**src/rtl/tx_external_shift.sv**
```systemverilog
// Purpose: serialises a 128-bit message onto an 8-bit bus, MSB byte first, holding each byte BYTE_CYCLES clocks.
// Latency: byte 0 appears on data_send at the start edge; the block returns to idle after 16*BYTE_CYCLES edges.
// Backpressure: none; stop aborts synchronously and msg_tx_ctrl is ignored until the block is back in idle.
module tx_external_shift #(
    parameter int BYTE_CYCLES = 4
) (
    input  logic         clk,
    input  logic         nrst,
    input  logic         msg_tx_ctrl,
    input  logic [127:0] msg_1,
    input  logic         stop,
    output logic [7:0]   data_send
);

    typedef enum logic {
        ST_IDLE = 1'b0,
        ST_SEND = 1'b1
    } state_t;

    localparam logic [7:0] CNT_LAST = 8'(BYTE_CYCLES - 1);
    localparam logic [3:0] IDX_LAST = 4'd15;

    state_t         state_q, state_d;
    logic [127:0]   msg_q, msg_d;
    logic [3:0]     idx_q, idx_d;
    logic [7:0]     cnt_q, cnt_d;
    logic [7:0]     data_q, data_d;

    logic           byte_done;
    logic [3:0]     idx_inc;
    logic [6:0]     next_base;

    // Byte k sits at bit offset (15-k)*8, which for a 4-bit k is simply {~k, 3'b000}.
    assign byte_done = (cnt_q == CNT_LAST);
    assign idx_inc   = idx_q + 4'd1;
    assign next_base = {~idx_inc, 3'b000};

    // State register.
    always_ff @(posedge clk or negedge nrst) begin
        if (!nrst) begin
            state_q <= ST_IDLE;
        end else begin
            state_q <= state_d;
        end
    end

    // Next-state logic; stop always wins, and the final byte edge returns to idle without restarting.
    always_comb begin
        state_d = state_q;
        case (state_q)
            ST_IDLE: begin
                if (!stop && msg_tx_ctrl) begin
                    state_d = ST_SEND;
                end
            end
            ST_SEND: begin
                if (stop || (byte_done && (idx_q == IDX_LAST))) begin
                    state_d = ST_IDLE;
                end
            end
            default: state_d = ST_IDLE;
        endcase
    end

    // Datapath next values: message latch, byte index, hold counter and the outgoing byte.
    always_comb begin
        msg_d  = msg_q;
        idx_d  = idx_q;
        cnt_d  = cnt_q;
        data_d = data_q;
        if (stop) begin
            idx_d  = 4'd0;
            cnt_d  = 8'd0;
            data_d = 8'h00;
        end else begin
            case (state_q)
                ST_IDLE: begin
                    idx_d  = 4'd0;
                    cnt_d  = 8'd0;
                    data_d = 8'h00;
                    if (msg_tx_ctrl) begin
                        msg_d  = msg_1;
                        data_d = msg_1[127:120];
                    end
                end
                ST_SEND: begin
                    if (byte_done) begin
                        cnt_d = 8'd0;
                        if (idx_q == IDX_LAST) begin
                            idx_d  = 4'd0;
                            data_d = 8'h00;
                        end else begin
                            idx_d  = idx_inc;
                            data_d = msg_q[next_base +: 8];
                        end
                    end else begin
                        cnt_d = cnt_q + 8'd1;
                    end
                end
                default: begin
                    idx_d  = 4'd0;
                    cnt_d  = 8'd0;
                    data_d = 8'h00;
                end
            endcase
        end
    end

    // Datapath registers; reset clears everything including the latched message.
    always_ff @(posedge clk or negedge nrst) begin
        if (!nrst) begin
            msg_q  <= '0;
            idx_q  <= 4'd0;
            cnt_q  <= 8'd0;
            data_q <= 8'h00;
        end else begin
            msg_q  <= msg_d;
            idx_q  <= idx_d;
            cnt_q  <= cnt_d;
            data_q <= data_d;
        end
    end

    assign data_send = data_q;

endmodule

```
**config.mk**
```make
export PLATFORM = sky130hd
export DESIGN_NAME = tx_external_shift
export DESIGN_NICKNAME = d
export VERILOG_FILES = /design/src/rtl/tx_external_shift.sv
export SDC_FILE = /design/constraint.sdc
export NUM_CORES = 1
export LEC_CHECK = 0
export ABC_AREA = 1
export BUFFER_PORTS_ARGS = -buffer_cell sky130_fd_sc_hd__buf_2
export CAP_MARGIN = 20
export CORE_ASPECT_RATIO = 1.25
export CORE_UTILIZATION = 40
export CTS_BUF_LIST = sky130_fd_sc_hd__clkbuf_8
export DETAILED_ROUTE_END_ITERATION = 8
export PLACE_DENSITY_LB_ADDON = 0.3
export SYNTH_ARGS = -nofsm -noshare
export SYNTH_HDL_FRONTEND = slang
export SYNTH_SLANG_ARGS = --single-unit
export TNS_END_PERCENT = 100
```
**constraint.sdc**
```tcl
create_clock -name clk -period 2.7 [get_ports clk]
set_clock_uncertainty 0.05 [all_clocks]
set_input_delay 0.675 -clock clk [delete_from_list [all_inputs] [get_ports clk]]
set_output_delay 0.675 -clock clk [all_outputs]
set_load 0.1 [all_outputs]
```
== After elaboration in Yosys (flattened, before gate mapping) ==
Index checks and enable logic that the tools add are counted.
W data, S select, Z words.

* Bits in registers: 149
* Output and inout bits: 8
* Logic and storage cells: 34

* $add $sub $neg: 2
* Eq/ne operators: 3
* Shift-type cells: 1
* Multiplexer cells: 15
* Bitwise gates (word level): 3
* Reduce and logical (&&, ||, !) cells: 5

{| class="wikitable"
|+ Operators by type and width
! cell !! count
|-
| $shiftx A128 B8 Y8 || 1
|-
| $mux W8 || 6
|-
| $pmux W8 S2 || 2
|-
| $mux W4 || 3
|-
| $add A8 B1 Y8 const B || 1
|-
| $eq A8 B2 Y1 const B || 1
|-
| $pmux W4 S2 || 1
|-
| $add A4 B1 Y4 const B || 1
|-
| $eq A4 B4 Y1 const B || 1
|-
| $not A4 Y4 || 1
|-
| $ne A3 B2 Y1 const B || 1
|-
| $reduce_and A3 Y1 || 1
|-
| $logic_and A1 B1 Y1 || 2
|-
| $mux W1 || 2
|-
| $not A1 Y1 || 2
|-
| $pmux W1 S2 || 1
|-
| $logic_not A1 Y1 || 1
|-
| $logic_or A1 B1 Y1 || 1
|}

== Logic depth before layout (Yosys ltp) ==
* Depth in word-level cells: 7
* Gate-level depth with buffers: 10
* Gate-level depth less buffers: 10

== Worst setup path after synthesis ==
No wires, ideal clock.

* Kind: reg2reg
* Start: register idx_q[1]
* End: register data_q[0] (netlist: data_send[0])
* Arrival time: 1.474 ns
* Path slack: 1.054 ns
* Cell stages (with the launch flop): 11
* Clock period less this slack: 1.646 ns
* Cell sequence: dfrtp_1 -> ha_1 -> buf_2 -> clkbuf_1 -> a21oi_1 -> o21ai_0 -> o211ai_1 -> nand3_1 -> nand2_1 -> nand2_1 -> nand2_1

* Longest elaborated chain between the ends: 7

{| class="wikitable"
|+ Ends and longest elaborated chain
! element !! line !! source
|-
| start, declared || 25 || <nowiki>logic [3:0] idx_q, idx_d;</nowiki>
|-
| start signal, assigned || 118 || <nowiki>idx_q <= idx_d;</nowiki>
|-
| $add A4 B1 Y4 || 35 || <nowiki>assign idx_inc = idx_q + 4'd1;</nowiki>
|-
| $not A4 Y4 || 36 || <nowiki>assign next_base = {~idx_inc, 3'b000};</nowiki>
|-
| $shiftx A128 B8 Y8 || 94 || <nowiki>data_d = msg_q[next_base +: 8];</nowiki>
|-
| $mux W8 (*) || 89 || <nowiki>if (idx_q == IDX_LAST) begin</nowiki>
|-
| $mux W8 (*) || 87 || <nowiki>if (byte_done) begin</nowiki>
|-
| $pmux W8 S2 (*) || 76 || <nowiki>case (state_q)</nowiki>
|-
| $mux W8 (*) || 71 || <nowiki>if (stop) begin</nowiki>
|-
| end signal, assigned || 120 || <nowiki>data_q <= data_d;</nowiki>
|-
| end, declared || 27 || <nowiki>logic [7:0] data_q, data_d;</nowiki>
|}

Mark *: on every way between the ends. The rest lies on a longest branch, timed or not. The select of a mux whose other input is x is not followed.
A chain may end at the register's enable or synchronous reset.

== Worst setup path in the final report ==
* Start: register idx_q[0]
* End: register data_q[3] (netlist: data_send[3])

The elaborated chain is that of the path after synthesis.

==> run metrics <==
unrepaired setup endpoints after global routing=no; Tightest Hold Check Type=in -> async; Yosys reg bits=~150; CTS tree=yes; DR pass1 iterations=4; GR Overflow Total=0; Setup crit end kind=flip-flop; slowest CP cell=buf_4; htree depth=4; number of global-route vias before repair=5874; Post-synth EDFFs=0; core area=~17000 um2; Synth Flop Type=dfrtp_1; aggregate routed wire length=roughly 19000 um; Final period util=0.800; Rel. slew slack=0.536; # hold bufs at CTS=0; first-pass GRT wire length=roughly 30000 um; PwrDens=roughly 790 nW/um2; All-Layer GR Usage=0.219; GP Congestion=between 0.8 and 0.9; min cycle time layout=~2.2 ns; Sink Count=~150; kind of critical path=reg -> reg; num ports=140; Bufs and invs on worst path=2; Seq/Total Area, Yosys=0.535; crit path launch type=flip-flop; Max Root-Sink Buffers=2; crit-path cells=buf_4 > buf_4 > a21oi_1 > o21ai_0 > nand3_1 > nand3_1 > nand2_1 > nand2_1 > nand2_1; syn_area_per_cell=approximately 7.9 um2; CTS buffer count=17; vias=5998; wire per inst=roughly 15 um; TNS Setup=0 ns; CP dominant cell by count=nand2_1; synthesized area=roughly 7000 um2; clock-pin slew on the worst setup and hold paths=0.08 ns; status=finished clean; Max FO, Critical Path=roughly 60; Fmax=approximately 460 MHz; PortBufs=139; setup ws final=roughly 0.54 ns; share of layout cells above drive strength 1=0.197; synth warn=0; Initial Util=0.412; CP delay by family, top=buffers and inverters; Worst Tran Pin Value=0.695 ns; Critical Path Start=idx_q[0]; Post-CTS Repair Setup Buffers=0; # rows=between 50 and 60; # nets final=~1100; remaining antenna violation count=0; post-DP HPWL=around 14000 um; DR vias/cell=4.88; Unique masters post-synth=28; Worst-Skew Late Latency=0.45 ns; Syn Nets=about 1000; # DRC=0; async set-reset flop share out of synthesis=1.00; peak supply drop=0.341 mV; largest net degree at the start of global routing=65; die width=120 um; WP data arrival=2.45 ns; Resize count post-CTS=0; Iter 0 DRT Violations=between 300 and 400; Final setup viols=0; final hold vios=0; FF-to-FF Start=idx_q[0]; dpl ws=about 0.57 ns; P_leak=about 4.2 nW; max-cap violations=0; Die H=150 um; overall die area=about 18000 um2; Synth Instances=roughly 900; diodes inserted=0; Slew Viols, Final=0; initial antenna violation count=0; CP Data Required Time=2.99 ns; CTS root buffer=clkbuf_8; CP max stage delay=approximately 0.48 ns; Area Overhead vs Synth=18.8%
==> sequential cells by signal, summed over array words and instances (netlist names) <==
signal	flops
msg_q	128
idx_q	4
cnt_q	8
data_send	8
state_q	1
==> layout by cell type, fill, tap and decap left out, drive strengths merged, types with 4 or more instances in the layout <==
cell      count
nand2       331
buf         151
dfrtp       149
o21ai       109
inv          83
nand3        55
a21oi        33
o211ai       28
nor2         21
clkbuf       18
clkinv        6
nor3          4
clkinvlp      4
xor2          4
==> area by class of cell <==
class	instances	area [um2]
clock buffer	18	248
clock inverter	14	153
sequential	149	3730
timing repair buffer	151	842
fill	1672	8620
multi-input combinational	596	2710
tap	220	275
inverter	82	327
==> report_power, final <==
part | internal (mW) | switching [mW] | total [mW]
Clock | 0.853 | 0.888 | 1.74
Combinational | 0.541 | 1.07 | 1.61
Sequential | 2.89 | 0.304 | 3.20
Total | 4.28 | 2.27 | 6.55
==> stage by stage <==
step / util / instances / total power [mW] / area (um2) / hold slack (ns)
after global routing: 0.490 / 1230 / 6.97 / 8290 / 0.0889
after CTS: 0.490 / 1230 / 6.61 / 8290 / 0.0913
final: 0.490 / 1230 / 6.55 / 8290 / 0.0837
after floorplan: - / 880 / 4.27 / 6970 / 0.329
after detailed placement: 0.466 / 1198 / 4.86 / 7890 / 0.410
after global placement: 0.466 / 1198 / 4.82 / 7890 / 0.410
==> worst register-to-register path, stage by stage (launching register included) <==
cell and delay [ns]:
dfrtp_4 0.41, buf_4 0.48, buf_4 0.48, a21oi_1 0.12, o21ai_0 0.10, nand3_1 0.13
nand3_1 0.09, nand2_1 0.06, nand2_1 0.06, nand2_1 0.05
==> kinds of logic after synthesis <==
family          count (synthesis)  share of synthesized area
buf+inv                       135                     0.0779
fa+ha+maj                       3                    0.00538
xor+xnor                        6                     0.0118
compound gates                172                      0.134
flops                         149                      0.535
simple gates                  415                      0.236
==> path summary, 6_finish.rpt <==
path	endpoint	slack [ns]	cells past startpoint
setup / recovery	data_send[3]	0.54	9
hold / removal	msg_q[76]	0.08	1
setup reg to reg	data_send[3]	0.54	9
hold reg to reg	msg_q[80]	0.43	2
max in group asynchronous	msg_q[24]	1.85	2
min in group clk	cnt_q[1]	0.34	2
==> synthesized netlist by cell type, types with 2 or more instances <==
library cell	count	share of area
a21oi_1	33	0.024
buf_1	13	0.0070
buf_2	12	0.0086
clkbuf_1	27	0.015
dfrtp_1	149	0.53
ha_1	3	0.0054
inv_1	73	0.039
inv_2	7	0.0038
nand2_1	331	0.18
nand3_1	54	0.039
nand4_1	2	0.0018
nor2_1	21	0.011
nor3_1	4	0.0029
o211ai_1	28	0.030
o21ai_0	52	0.037
o21ai_1	57	0.041
xor2_2	3	0.0070
==> layer usage <==
metal / wire (um) / GRT usage
met5: 0 / 0
met4: 489 / 0.0906
met3: 854 / 0.0427
met2: 9020 / 0.363
met1: 8180 / 0.280
No activity file was read; power rests on OpenSTA's default activity.
